### src/rtl/calc_tx_serializer.sv
// calc_tx_serializer: buffered slice serializer for calculator result words.
// A DEPTH-entry FIFO feeds a shift FSM that emits SBITS-wide slices, each held
// for 2*D clocks with a ClkTx strobe rising halfway through the slice.
// Optional feature macro: TX_PARITY_EN appends an even-parity slice to each word.
module calc_tx_serializer #(
  parameter int unsigned WORDW = 32,
  parameter int unsigned SBITS = 4,
  parameter int unsigned DEPTH = 4,
  parameter int unsigned DIVW  = 8,
  parameter int unsigned LVLW  = $clog2(DEPTH + 1)
) (
  input  logic             clk_i,
  input  logic             rst_ni,
  input  logic             config_div_i,
  input  logic [DIVW-1:0]  div_i,
  input  logic             msb_first_i,
  input  logic             wr_en_i,
  input  logic [WORDW-1:0] wr_data_i,
  output logic             full_o,
  output logic             empty_o,
  output logic [LVLW-1:0]  level_o,
  output logic             overflow_o,
  output logic             busy_o,
  output logic             clk_tx_o,
  output logic             dout_valid_o,
  output logic [SBITS-1:0] data_out_o
);

  localparam int unsigned N    = WORDW / SBITS;
  localparam int unsigned PTRW = (DEPTH > 1) ? $clog2(DEPTH) : 1;
  localparam int unsigned KW   = (N > 1) ? $clog2(N) : 1;
  localparam int unsigned CNTW = DIVW + 1;

  typedef enum logic [2:0] {
    ST_IDLE,
    ST_LOAD,
    ST_SHIFT,
`ifdef TX_PARITY_EN
    ST_PAR,
`endif
    ST_GAP
  } state_t;

  // ---------------------------------------------------------------- FIFO
  logic [WORDW-1:0] mem_q [DEPTH];
  logic [PTRW-1:0]  wr_ptr_q, rd_ptr_q;
  logic [LVLW-1:0]  level_q, level_d;
  logic             full_q, empty_q, overflow_q;
  logic             push, pop;
  logic [WORDW-1:0] head;

  state_t state_q;

  assign push = wr_en_i & ~full_q;
  assign pop  = (state_q == ST_LOAD);
  assign head = mem_q[rd_ptr_q];

  function automatic logic [PTRW-1:0] ptr_inc(input logic [PTRW-1:0] p);
    return (p == PTRW'(DEPTH - 1)) ? '0 : p + PTRW'(1);
  endfunction

  // Word storage; contents need no reset since Level gates every read.
  always_ff @(posedge clk_i) begin
    if (push) mem_q[wr_ptr_q] <= wr_data_i;
  end

  // Next occupancy; simultaneous push and pop cancel out.
  always_comb begin
    level_d = level_q;
    if (push && !pop)      level_d = level_q + LVLW'(1);
    else if (!push && pop) level_d = level_q - LVLW'(1);
  end

  // Pointers, registered flags and the overflow pulse.
  always_ff @(posedge clk_i or negedge rst_ni) begin
    if (!rst_ni) begin
      wr_ptr_q   <= '0;
      rd_ptr_q   <= '0;
      level_q    <= '0;
      full_q     <= 1'b0;
      empty_q    <= 1'b1;
      overflow_q <= 1'b0;
    end else begin
      if (push) wr_ptr_q <= ptr_inc(wr_ptr_q);
      if (pop)  rd_ptr_q <= ptr_inc(rd_ptr_q);
      level_q    <= level_d;
      full_q     <= (level_d == LVLW'(DEPTH));
      empty_q    <= (level_d == '0);
      overflow_q <= wr_en_i & full_q;
    end
  end

  // ---------------------------------------------------------------- shifter
  logic [DIVW-1:0]  div_q, pend_q;
  logic             pend_v_q;
  logic [WORDW-1:0] sreg_q, sreg_n;
  logic             msb_q;
  logic [KW-1:0]    k_q;
  logic [CNTW-1:0]  cnt_q;
  logic             busy_q, clk_tx_q, dout_valid_q;
  logic [SBITS-1:0] data_out_q;
  logic [DIVW-1:0]  deff;
  logic             slice_end, rise;
`ifdef TX_PARITY_EN
  logic             par_q;
`endif

  assign deff      = (div_q == '0) ? DIVW'(1) : div_q;
  assign slice_end = (cnt_q == ({deff, 1'b0} - CNTW'(1)));
  assign rise      = (cnt_q == ({1'b0, deff} - CNTW'(1)));
  assign sreg_n    = msb_q ? (sreg_q << SBITS) : (sreg_q >> SBITS);

  function automatic logic [SBITS-1:0] first_slice(input logic [WORDW-1:0] w,
                                                    input logic             msb);
    return msb ? w[WORDW-1 -: SBITS] : w[SBITS-1:0];
  endfunction

  // Transmit FSM with registered strobe, valid and slice outputs.
  always_ff @(posedge clk_i or negedge rst_ni) begin
    if (!rst_ni) begin
      state_q      <= ST_IDLE;
      div_q        <= DIVW'(1);
      pend_q       <= '0;
      pend_v_q     <= 1'b0;
      sreg_q       <= '0;
      msb_q        <= 1'b0;
      k_q          <= '0;
      cnt_q        <= '0;
      busy_q       <= 1'b0;
      clk_tx_q     <= 1'b0;
      dout_valid_q <= 1'b0;
      data_out_q   <= '0;
`ifdef TX_PARITY_EN
      par_q        <= 1'b0;
`endif
    end else begin
      // Rate requests made mid-word wait until the FSM is back in IDLE.
      if (config_div_i && state_q != ST_IDLE && state_q != ST_GAP) begin
        pend_q   <= div_i;
        pend_v_q <= 1'b1;
      end
      case (state_q)
        ST_IDLE: begin
          if (config_div_i) div_q <= div_i;
          if (!empty_q) begin
            state_q <= ST_LOAD;
            busy_q  <= 1'b1;
          end
        end
        ST_LOAD: begin
          sreg_q       <= head;
          msb_q        <= msb_first_i;
          k_q          <= '0;
          cnt_q        <= '0;
          clk_tx_q     <= 1'b0;
          dout_valid_q <= 1'b1;
          data_out_q   <= first_slice(head, msb_first_i);
`ifdef TX_PARITY_EN
          par_q        <= ^head;
`endif
          state_q      <= ST_SHIFT;
        end
        ST_SHIFT: begin
          if (slice_end) begin
            cnt_q    <= '0;
            clk_tx_q <= 1'b0;
            if (k_q == KW'(N - 1)) begin
`ifdef TX_PARITY_EN
              data_out_q <= SBITS'(par_q);
              state_q    <= ST_PAR;
`else
              dout_valid_q <= 1'b0;
              data_out_q   <= '0;
              state_q      <= ST_GAP;
`endif
            end else begin
              k_q        <= k_q + KW'(1);
              sreg_q     <= sreg_n;
              data_out_q <= first_slice(sreg_n, msb_q);
            end
          end else begin
            cnt_q <= cnt_q + CNTW'(1);
            if (rise) clk_tx_q <= 1'b1;
          end
        end
`ifdef TX_PARITY_EN
        ST_PAR: begin
          if (slice_end) begin
            cnt_q        <= '0;
            clk_tx_q     <= 1'b0;
            dout_valid_q <= 1'b0;
            data_out_q   <= '0;
            state_q      <= ST_GAP;
          end else begin
            cnt_q <= cnt_q + CNTW'(1);
            if (rise) clk_tx_q <= 1'b1;
          end
        end
`endif
        ST_GAP: begin
          state_q  <= ST_IDLE;
          busy_q   <= 1'b0;
          pend_v_q <= 1'b0;
          if (config_div_i)  div_q <= div_i;
          else if (pend_v_q) div_q <= pend_q;
        end
        default: begin
          state_q      <= ST_IDLE;
          busy_q       <= 1'b0;
          clk_tx_q     <= 1'b0;
          dout_valid_q <= 1'b0;
          data_out_q   <= '0;
        end
      endcase
    end
  end

  assign full_o       = full_q;
  assign empty_o      = empty_q;
  assign level_o      = level_q;
  assign overflow_o   = overflow_q;
  assign busy_o       = busy_q;
  assign clk_tx_o     = clk_tx_q;
  assign dout_valid_o = dout_valid_q;
  assign data_out_o   = data_out_q;

endmodule
### config.mk
export PLATFORM = sky130hd
export DESIGN_NAME = calc_tx_serializer
export DESIGN_NICKNAME = d
export VERILOG_FILES = /design/src/rtl/calc_tx_serializer.sv
export SDC_FILE = /design/constraint.sdc
export NUM_CORES = 1
export LEC_CHECK = 0
export BUFFER_PORTS_ARGS = -buffer_cell sky130_fd_sc_hd__buf_2
export CAP_MARGIN = 20
export CORE_ASPECT_RATIO = 0.75
export CORE_UTILIZATION = 60
export DETAILED_ROUTE_END_ITERATION = 10
export PLACE_DENSITY = 0.79
export RECOVER_POWER = 50
export SLEW_MARGIN = 20
export SYNTH_ARGS = -nofsm -noshare
export SYNTH_HDL_FRONTEND = slang
export SYNTH_SLANG_ARGS = --single-unit
### constraint.sdc
create_clock -name clk_i -period 4.4 [get_ports clk_i]
set_input_delay 0.44 -clock clk_i [delete_from_list [all_inputs] [get_ports clk_i]]
set_output_delay 0.44 -clock clk_i [all_outputs]
set_load 0.01 [all_outputs]
# Yosys cells after proc, flatten, opt, wreduce, memory -nomap -nowiden
# Memories as Yosys holds them, arrays and structs flattened.
# Index checks and enable logic that the tools add are counted.
# word_totals
memories,1
out_inout_bits,13
ramBits,128
in_bits,45
regBits,82
wordCells,110
# memory_table
memory,words,word_bits,rd,rd_ports_with_merged_regs,write_ports,line_no,source
mem_q,4,32,1,0,1,45,logic [WORDW-1:0] mem_q [DEPTH];
# classes
eq_ne,17
n_mux,39
bitwise,5
reduce_logical,22
addsub,8
# op_table
operator,n
$mux W32,3
$pmux W32 S2,1
$mux W8,4
$mux W3,7
$eq A9 B9 Y1,2
$pmux W9 S2,1
$mux W4,4
$pmux W8 S2,1
$pmux W4 S3,1
$reduce_and A3 Y1,4
$ne A2 B2 Y1 const B,5
$add A9 B1 Y9 const B,1
$mux W1,9
$mux W9,1
$pmux W3 S3,1
$sub A8 B1 Y9 const B,1
$sub A9 B1 Y9 const B,1
$logic_not A8 Y1,1
$add A3 B1 Y3 const B,2
$eq A3 B2 Y1 const B,2
$eq A3 B3 Y1 const B,2
$logic_not A3 Y1,2
$ne A3 B3 Y1 const B,2
$pmux W3 S2,1
16 further kinds,32

# Logic depth before layout (Yosys ltp)
# Gate-level depths: netlist of run 1.
# logic_depth
word_depth,7
mapped_depth,14

# Worst setup path after synthesis of run 1
# No wires, ideal clock.
# synth_path
path_type,register to register
from,register div_q[5]
to,register data_out_q[0] (netlist: data_out_o[0])
arrival_time_ns,3.183
path_slack_ns,1.093
synth_period_minus_slack_ns,3.307
required_time_ns,4.275
stages_incl_launch_ff,13
path_cell_list,dfrtp_1 -> clkbuf_1 -> nor4_1 -> and2_1 -> nor2_1 -> ha_1 -> nand2b_1 -> a21oi_1 -> o31ai_1 -> nor4_2 -> nand3_2 -> a21oi_4 -> mux2_2
# synth_via
elab_chain_len,6
# synth_lines
item,line_no,source
"start, declared",94,"logic [DIVW-1:0] div_q, pend_q;"
"start signal, assigned",144,if (config_div_i) div_q <= div_i;
"start signal, assigned",204,if (config_div_i) div_q <= div_i;
"start signal, assigned",205,else if (pend_v_q) div_q <= pend_q;
$logic_not A8 Y1,108,assign deff = (div_q == '0) ? DIVW'(1) : div_q;
$mux W8 *,108,
$sub A9 B1 Y9 *,109,"assign slice_end = (cnt_q == ({deff, 1'b0} - CNTW'(1)));"
$eq A9 B9 Y1 *,109,
$ne A2 B2 Y1 (no source line) *,--,
$reduce_and A2 Y1 (no source line) *,--,
"end signal, assigned",157,"data_out_q <= first_slice(head, msb_first_i);"
"end signal, assigned",179,"data_out_q <= first_slice(sreg_n, msb_q);"
"end, declared",101,logic [SBITS-1:0] data_out_q;
# Mark *: on every way between the ends. The rest lies on a longest branch, timed or not.
# A chain may end at the register's enable or synchronous reset.

# Worst setup path after layout of run 1
# layout_path
from,register div_q[4]
to,register sreg_q[24]
# layout_via
elab_chain_len,6
# layout_lines
item,line_no,source
$logic_not A8 Y1,108,
$mux W8 *,108,
$sub A9 B1 Y9 *,109,
$eq A9 B9 Y1 *,109,
$ne A2 B2 Y1 (no source line) *,--,
$reduce_and A3 Y1 (no source line) *,--,
"end signal, assigned",178,sreg_q <= sreg_n;
"end, declared",96,"logic [WORDW-1:0] sreg_q, sreg_n;"
# Marks and branches as above.

==> flow_summary_export.csv, run 1 <==
group,metric,value,unit
route,vias,5552,
timing,rsz0062_at_grt,"false",
yosys,synthAdderAreaFrac,0.0215,
worst_setup_path,cp-start-kind,"register",
yosys,yosys-top-cells-area,"edfxtp_1, dfrtp_1, mux4_2",
timing,slew_violations,0,
placed_design,dp_cells,882,
timing,period_share,0.863,
worst_setup_path,cp_cell_sequence,"nor4_1 > and2_1 > nor2_1 > ha_1 > nand2b_1 > a21oi_1 > o31ai_1 > nor4_2 > and4b_2 > buf_4 > a22oi_1 > o21ai_0",
yosys,synth_edf_count,128,
global_route,grt_pass1_vias,5543,
timing,relSlewSlack,0.398,
clocking,holdBufCountCts,0,
floorplan,dieArea,16000,µm²
yosys,synthMuxAreaShare,0.140,
layout,final_util,0.698,
worst_setup_path,path_class,"register to register",
global_route,grt_start_max_net_pins,82,
clocking,cts_sinks,209,
timing,timing.hold.ws,-15.6,ps
timing,hold_viol,7,
pwr,power_frac_clock,0.234,
clocking,cts_tree,"yes",
yosys,post_synth_xor_area_fraction,0.0179,
yosys,yosys.area_share.simple,0.0787,
pwr,swShare,0.343,
route,avgRoutedWirePerCell,19.5,µm
clocking,root_buffer,"clkbuf_16",
yosys,synth-compound-area-share,0.0800,
timing,setup_viol,0,
timing,clock.fmax,263,MHz
yosys,synth.net_count,720,
timing,fin_setup_tns,0,ps
worst_setup_path,worstPathMaxFanout,43,
global_route,overflow,0,
yosys,synthCells,659,
status,violations,"negative hold slack",
pwr,power_density,693,nW/µm²
pwr,pwr-share-comb,0.326,
clocking,cts_setup_buffers,0,
layout,syn_to_final_growth,11.1,%
route,drt_iter0_drc,506,
clocking,numCtsBuffers,21,
layout,final_net_count,767,
pwr,leakagePower,3.91,nW
yosys,async_flop_share,0.388,
timing,period_needed,3800,ps
global_route,grt_usage,0.234,
floorplan,die_h,110,µm
clocking,htree_num_levels,1,
floorplan,coreArea,14800,µm²
worst_setup_path,crit_slowest_cell,"and4b_2",
placed_design,gp_congestion,0.985,
yosys,avgSynthCellArea,14.1,µm²
timing,skew,10.1,ps
worst_setup_path,cp_slowest_stage_delay,810,ps
floorplan,rows,38,
route,first_pass_iters,5,
worst_setup_path,crit_family,"simple AND/OR/NAND/NOR gates",
pwr,pwr-share-seq,0.440,
worst_setup_path,cp_data_required_time,4790,ps
yosys,netlist-cell-type-count,55,
yosys,synth_seq_cells,209,
route,ant_nets,0,
floorplan,start_util,0.628,
yosys,ys_seq_area_frac,0.632,
floorplan,io_pins,58,
yosys,synth_top_family_by_area,"multiplexers",
yosys,ys.flop_type,"edfxtp_1",
yosys,syn_area,9290,µm²
worst_setup_path,cp.arrival,4190,ps
status,status,"finished with violations",
layout,antenna-diode-count,0,
worst_setup_path,crit_path_end_kind,"register",
yosys,yosysTopAreaCellShare,0.414,
clocking,path_clk_slew,70,ps
clocking,cts.path.max_buffers,3,
worst_setup_path,critical_path_buf_inv_count,1,
global_route,grt_pass1_wl,28800,µm
clocking,clk-insertion-delay-late,490,ps
yosys,yosysWarnings,0,
route,vias_per_cell,6.03,
layout,final_common_cell,"edfxtp_1",
route,wl,18000,µm
pwr,ir_drop,413,µV
yosys,yosys.area.top_type,"edfxtp_1",
placed_design,post-dp-hpwl,11500,µm
global_route,antenna_found_initial,0,
hold_path,hold_path_class,"input pin to asynchronous set/reset pin",
placed_design,numPortBuffers,57,
pwr,power_switching,2.45,mW
route,drc,0,
layout,layout-drive-gt1-share,0.207,
pwr,intPower,4.70,mW
flow_run,drv_cap,0,
layout,final_cell_mix,"edfxtp_1, dfrtp_1, nand2_1",
timing,worst_pin_slew,894,ps
clocking,cts-resized-gates,0,
layout,final_cells,920,
floorplan,die_w,146,µm
-- worst register-to-register path: cells and delay by family (launching register included) --
kind,cells,cell delay (ps)
flip-flops,1,510
AO/OA/AOI/OAI,4,510
buffers and inverters,1,360
adder cells (fa/ha/maj),1,250
AND/OR/NAND/NOR,6,2060
-- synthesized netlist by cell type (3+ instances only) --
cell type,n
nand3b_1,4
buf_2,7
xnor2_1,8
xor2_1,11
a221oi_1,7
mux4_2,32
ha_1,16
and2_1,10
inv_1,22
nor3_1,5
dfrtp_1,79
mux2i_1,11
a21oi_1,9
nand2_1,68
nand3_1,5
a31oi_1,4
nor2_1,27
mux2_2,42
edfxtp_1,128
nor2b_1,4
nor4_1,5
clkbuf_1,29
o21ai_0,50
nor3b_1,3
nand2b_1,11
o31ai_1,3
buf_6,3
a22oi_1,24
-- worst paths after layout --
kind,startpoint,slack (ps),end,depth (start not counted)
hold reg to reg,pend_v_q,490,pend_v_q,1
min in group clk_i,wr_en_i,190,overflow_o,2
hold / removal,rst_ni,-20,wr_ptr_q[0],1
setup / recovery,div_q[4],600,sreg_q[24],12
max in group asynchronous,rst_ni,3890,rd_ptr_q[1],1
setup reg to reg,div_q[4],600,sreg_q[24],12
-- flip-flops by register name, indices dropped and copies added (netlist names), 2 cells and up --
name / cells
cnt_q: 9
sreg_q: 32
level_o: 3
data_out_o: 4
state_q: 2
mem_q: 128
div_q: 8
wr_ptr_q: 2
pend_q: 8
k_q: 3
rd_ptr_q: 2
-- cell families after synthesis --
logic type	Yosys count
flops	209
simple gates	152
buf+inv	64
xor+xnor	19
mux	85
fa+ha+maj	16
compound gates	114
-- power groups by stage --
stage                     sequential (mW)  clock (mW)  combinational, mW
after floorplan                      2.89           0               1.92
after global placement               3.15           0               2.20
after detailed placement             3.18           0               2.30
after CTS                            3.15        1.69               2.32
after global routing                 3.22        1.76               2.57
final                                3.15        1.67               2.33
-- cell type report --
type                            instances  area [µm²]
Timing Repair Buffer                   66         317
Clock buffer                           26         544
Fill cell                             986        4470
Tap cell                              200         250
Multi-Input combinational cell        386        3160
Clock inverter                         11        92.6
Sequential cell                       209        5880
Inverter                               22        82.6
-- per-layer routing --
metal / track usage / routed length, µm / vias up
met3: 0.0465 / 1150 / 29
met1: 0.330 / 8200 / 2781
met4: 0.0564 / 272 / 0
li1: - / - / 2566
met5: 0 / 0 / -
met2: 0.379 / 8340 / 176
-- metrics by stage --
stage	hold slack, ps	instance area (µm²)	setup WS (ps)	power, mW
final	-15.6	10300	603	7.15
after global routing	39.0	10300	318	7.54
after CTS	145	10300	667	7.16
after detailed placement	471	9710	726	5.48
after global placement	456	9700	886	5.35
after floorplan	144	9290	1090	4.81
Power figures use the tool's default switching activity.
==> inputs of run 2 (changes only) <==
Settings changed: CTS_BUF_LIST from default to sky130_fd_sc_hd__clkbuf_4 sky130_fd_sc_hd__clkbuf_8.
==> flow_summary_export.csv, run 2 (synthesis gave the netlist of run 1 again) <==
group,metric,value,unit
worst_setup_path,crit_path_end_kind,"register",
timing,timing.hold.ws,-29.8,ps
timing,period_share,0.852,
layout,reg_top3,"mem_q (128), sreg_q (32), cnt_q (9)",
global_route,grt_usage,0.237,
route,drc,0,
clocking,cts.path.max_buffers,3,
pwr,p_total,7.07,mW
clocking,cts-resized-gates,0,
global_route,grt_pass1_wl,29100,µm
timing,rsz0062_at_grt,"false",
worst_setup_path,cp_data_required_time,4810,ps
clocking,holdBufCountCts,0,
worst_setup_path,cp_slowest_stage_delay,810,ps
layout,final_cell_mix,"edfxtp_1, dfrtp_1, nand2_1",
placed_design,dp_cells,882,
pwr,power_density,685,nW/µm²
worst_setup_path,r2r_start,"div_q[4]",
route,drt_iter0_drc,479,
timing,slew_violations,0,
worst_setup_path,path_class,"register to register",
global_route,grt_pass1_vias,5688,
pwr,ir_drop,412,µV
route,met1_length,7940,µm
layout,layout-drive-gt1-share,0.233,
timing,hold_viol,53,
route,wl,18100,µm
layout,regMostFlops,"mem_q",
layout,final_net_count,780,
route,vias_per_cell,5.96,
clocking,root_buffer,"clkbuf_8",
route,wl_met2,8500,µm
clocking,htree_num_levels,2,
status,violations,"negative hold slack",
placed_design,dpl_worst_slack,726,ps
layout,fill_cells,989,
floorplan,die_h,110,µm
floorplan,io_pins,58,
route,top_layer,"met4",
hold_path,hold_path_class,"input pin to asynchronous set/reset pin",
placed_design,gp_congestion,0.985,
clocking,cts_sinks,209,
route,vias,5625,
flow_run,drv_cap,0,
placed_design,numPortBuffers,57,
layout,antenna-diode-count,0,
clocking,path_clk_slew,70,ps
timing,fin_setup_tns,0,ps
pwr,leakagePower,3.95,nW
route,avgRoutedWirePerCell,19.2,µm
timing,worst_pin_slew,965,ps
layout,largest_register_ffs,128,
clocking,clk-insertion-delay-late,510,ps
timing,period_needed,3750,ps
layout,syn_to_final_growth,11.2,%
worst_setup_path,cp.arrival,4160,ps
worst_setup_path,worstPathMaxFanout,43,
timing,setup_viol,0,
route,first_pass_iters,4,
route,dr_wl_met3,1280,µm
placed_design,post-dp-hpwl,11500,µm
layout,final_cells,944,
floorplan,coreArea,14800,µm²
worst_setup_path,crit_path_start,"div_q[4]",
worst_setup_path,cp-start-kind,"register",
route,ant_nets,0,
layout,final_common_cell,"edfxtp_1",
clocking,cts_setup_buffers,0,
global_route,antenna_found_initial,0,
clocking,numCtsBuffers,34,
floorplan,start_util,0.628,
timing,clock.fmax,267,MHz
status,status,"finished with violations",
timing,relSlewSlack,0.351,
floorplan,die_w,146,µm
worst_setup_path,cp_cell_sequence,"nor4_1 > and2_1 > nor2_1 > ha_1 > nand2b_1 > a21oi_1 > o31ai_1 > nor4_2 > and4b_2 > buf_4 > a22oi_1 > o21ai_0",
clocking,cts_tree,"yes",
worst_setup_path,crit_slowest_cell,"and4b_2",
global_route,grt_start_max_net_pins,82,
timing,skew,27.0,ps
floorplan,dieArea,16000,µm²
timing,timing.final.ws_setup,652,ps
floorplan,rows,38,
global_route,overflow,0,
[run 2: worst max-delay path: cells and delay by family (launching register included)]
family / cells / cell delay, ps
AOI/OAI and AO/OA: 4 / 480
adders and majority gates: 1 / 250
buffers and inverters: 1 / 350
DFF: 1 / 500
and+or+nand+nor: 6 / 2060
[run 2: cell type report]
type	instances	area [µm²]	share of cell area
inverter	22	82.6	0.00800
multi-input combinational	386	3160	0.306
clock buffer	46	571	0.0552
tap	200	250	0.0242
clock inverter	15	75.1	0.00727
timing repair buffer	66	317	0.0307
sequential	209	5880	0.569
[run 2: final timing paths]
kind	to	cells past startpoint	slack, ps
max	sreg_q[24]	12	650
min	wr_ptr_q[0]	1	-30
max reg2reg	sreg_q[24]	12	650
min reg2reg	pend_v_q	1	480
max in group asynchronous	rd_ptr_q[1]	1	3890
min in group clk_i	pend_q[4]	2	180
[run 2: per-stage QoR]
step | cell area (µm²) | utilization
floorplan | 9290 | -
global placement | 9700 | 0.656
detailed placement | 9710 | 0.656
CTS | 10400 | 0.700
global route | 10300 | 0.698
finish | 10300 | 0.698
[run 2: where the power goes]
group / total (mW) / leakage, nW / switching (mW) / internal (mW)
combinational: 2.33 / 1.44 / 1.22 / 1.11
clock: 1.59 / 0.340 / 0.746 / 0.848
sequential: 3.15 / 2.17 / 0.502 / 2.65
total: 7.07 / 3.95 / 2.47 / 4.60
[run 2: metal layers]
metal | up-vias | track usage
met3 | 33 | 0.0477
met5 | - | 0
li1 | 2583 | -
met4 | 0 | 0.0812
met2 | 183 | 0.377
met1 | 2826 | 0.330
==> inputs of run 3 (changes only) <==
Settings changed: PLACE_DENSITY 0.79 to default, PLACE_DENSITY_LB_ADDON from default to 0.1.
==> flow_summary_export.csv, run 3 (synthesis gave the netlist of run 1 again) <==
group,metric,value,unit
timing,slew_violations,82,
worst_setup_path,cp_data_required_time,4860,ps
timing,period_needed,3440,ps
clocking,path_clk_slew,70,ps
clocking,cts.path.max_buffers,3,
floorplan,die_h,110,µm
floorplan,io_pins,58,
worst_setup_path,crit_path_end_kind,"register",
layout,reg_top3,"mem_q (128), sreg_q (32), cnt_q (9)",
global_route,overflow,0,
layout,layout-drive-gt1-share,0.226,
timing,skew,20.4,ps
floorplan,dieArea,16000,µm²
timing,fin_setup_tns,0,ps
timing,hold_viol,0,
clocking,clk-insertion-delay-late,560,ps
layout,design_area,10300,µm²
floorplan,die_w,146,µm
clocking,cts_setup_buffers,0,
route,ant_nets,0,
placed_design,numPortBuffers,57,
layout,largest_register_ffs,128,
placed_design,gp_congestion,0.839,
clocking,htree_num_levels,1,
floorplan,start_util,0.628,
timing,rsz0062_at_grt,"false",
worst_setup_path,cp-start-kind,"register",
global_route,antenna_found_initial,0,
floorplan,coreArea,14800,µm²
route,avgRoutedWirePerCell,19.4,µm
worst_setup_path,cp_slowest_stage_delay,600,ps
layout,syn_to_final_growth,10.8,%
worst_setup_path,cp_cell_sequence,"nor4_1 > and2_1 > nor2_1 > ha_1 > nand2b_1 > a21oi_1 > o31ai_1 > nor4_2 > and4b_2 > buf_12 > a22oi_1 > o21ai_0",
hold_path,hold_path_class,"input pin to register",
clocking,numCtsBuffers,31,
worst_setup_path,critical_path_buf_inv_count,1,
layout,final_common_cell,"edfxtp_1",
route,wl,18300,µm
timing,setup_viol,0,
pwr,leakagePower,3.94,nW
pwr,ir_drop,409,µV
worst_setup_path,path_class,"register to register",
route,first_pass_iters,5,
worst_setup_path,cp.arrival,3900,ps
worst_setup_path,worstPathMaxFanout,42,
global_route,grt_pass1_wl,29200,µm
status,violations,"max-capacitance violations, max-slew violations",
clocking,cts_tree,"yes",
timing,period_share,0.782,
timing,clock.fmax,291,MHz
placed_design,post-dp-hpwl,12100,µm
flow_run,drv_cap,1,
global_route,grt_start_max_net_pins,82,
pwr,power_density,674,nW/µm²
floorplan,rows,38,
worst_setup_path,crit_slowest_cell,"and4b_2",
placed_design,place_area,9730,µm²
global_route,grt_usage,0.239,
layout,final_net_count,779,
route,drt_iter0_drc,357,
layout,final_cell_mix,"edfxtp_1, dfrtp_1, nand2_1",
timing,relSlewSlack,-0.384,
worst_setup_path,crit_family,"simple AND/OR/NAND/NOR gates",
placed_design,dpl_worst_slack,995,ps
clocking,root_buffer,"clkbuf_8",
timing,timing.final.ws_setup,958,ps
status,status,"finished with violations",
layout,regMostFlops,"mem_q",
timing,worst_pin_slew,2080,ps
global_route,grt_pass1_vias,5460,
pwr,p_total,6.94,mW
route,vias_per_cell,5.87,
route,drc,0,
layout,final_util,0.696,
clocking,cts_sinks,209,
route,vias,5535,
==> run 3: path summary, 6_finish.rpt <==
kind                               start           to  slack [ps]  cells after the start
worst min register to register  pend_v_q     pend_v_q         480                      1
worst max register to register  div_q[4]   sreg_q[17]         960                     12
worst min-delay path             wr_en_i   overflow_o         120                      2
worst max-delay path            div_q[4]   sreg_q[17]         960                     12
min in group asynchronous         rst_ni     div_q[7]        1010                      2
max in group asynchronous         rst_ni  rd_ptr_q[0]        2000                      2
==> run 3: cell type report <==
cell class	count	area [µm²]
multi-input combinational	386	3160
antenna	1	2.50
sequential	209	5870
timing repair buffer	68	338
tap	200	250
clock inverter	14	62.6
clock buffer	43	523
inverter	22	82.6
fill	1055	4490
==> run 3: per-layer routing <==
layer  GRT usage  part of all wire
met2       0.373              0.46
met3      0.0490             0.060
met5           0                 0
met4      0.0647             0.014
met1       0.348              0.46
==> run 3: repair_timing <==
item / 4_1_cts / 5_1_grt
endpoints found under the setup margin: 0 / 0
endpoints found under the hold margin: 0 / 40
hold buffers: 0 / 1
resized for setup: 0 / 0
==> run 3: per-stage QoR <==
step	std cells	hold WS, ps
after floorplan	659	144
after global routing	942	95.5
after detailed placement	884	463
after global placement	884	459
after CTS	941	62.3
final	943	118
==> run 3: power breakdown <==
part	total (mW)	internal, mW	switching [mW]
Clock	1.46	0.766	0.698
Combinational	2.40	1.11	1.29
Sequential	3.08	2.65	0.430
Total	6.94	4.52	2.42
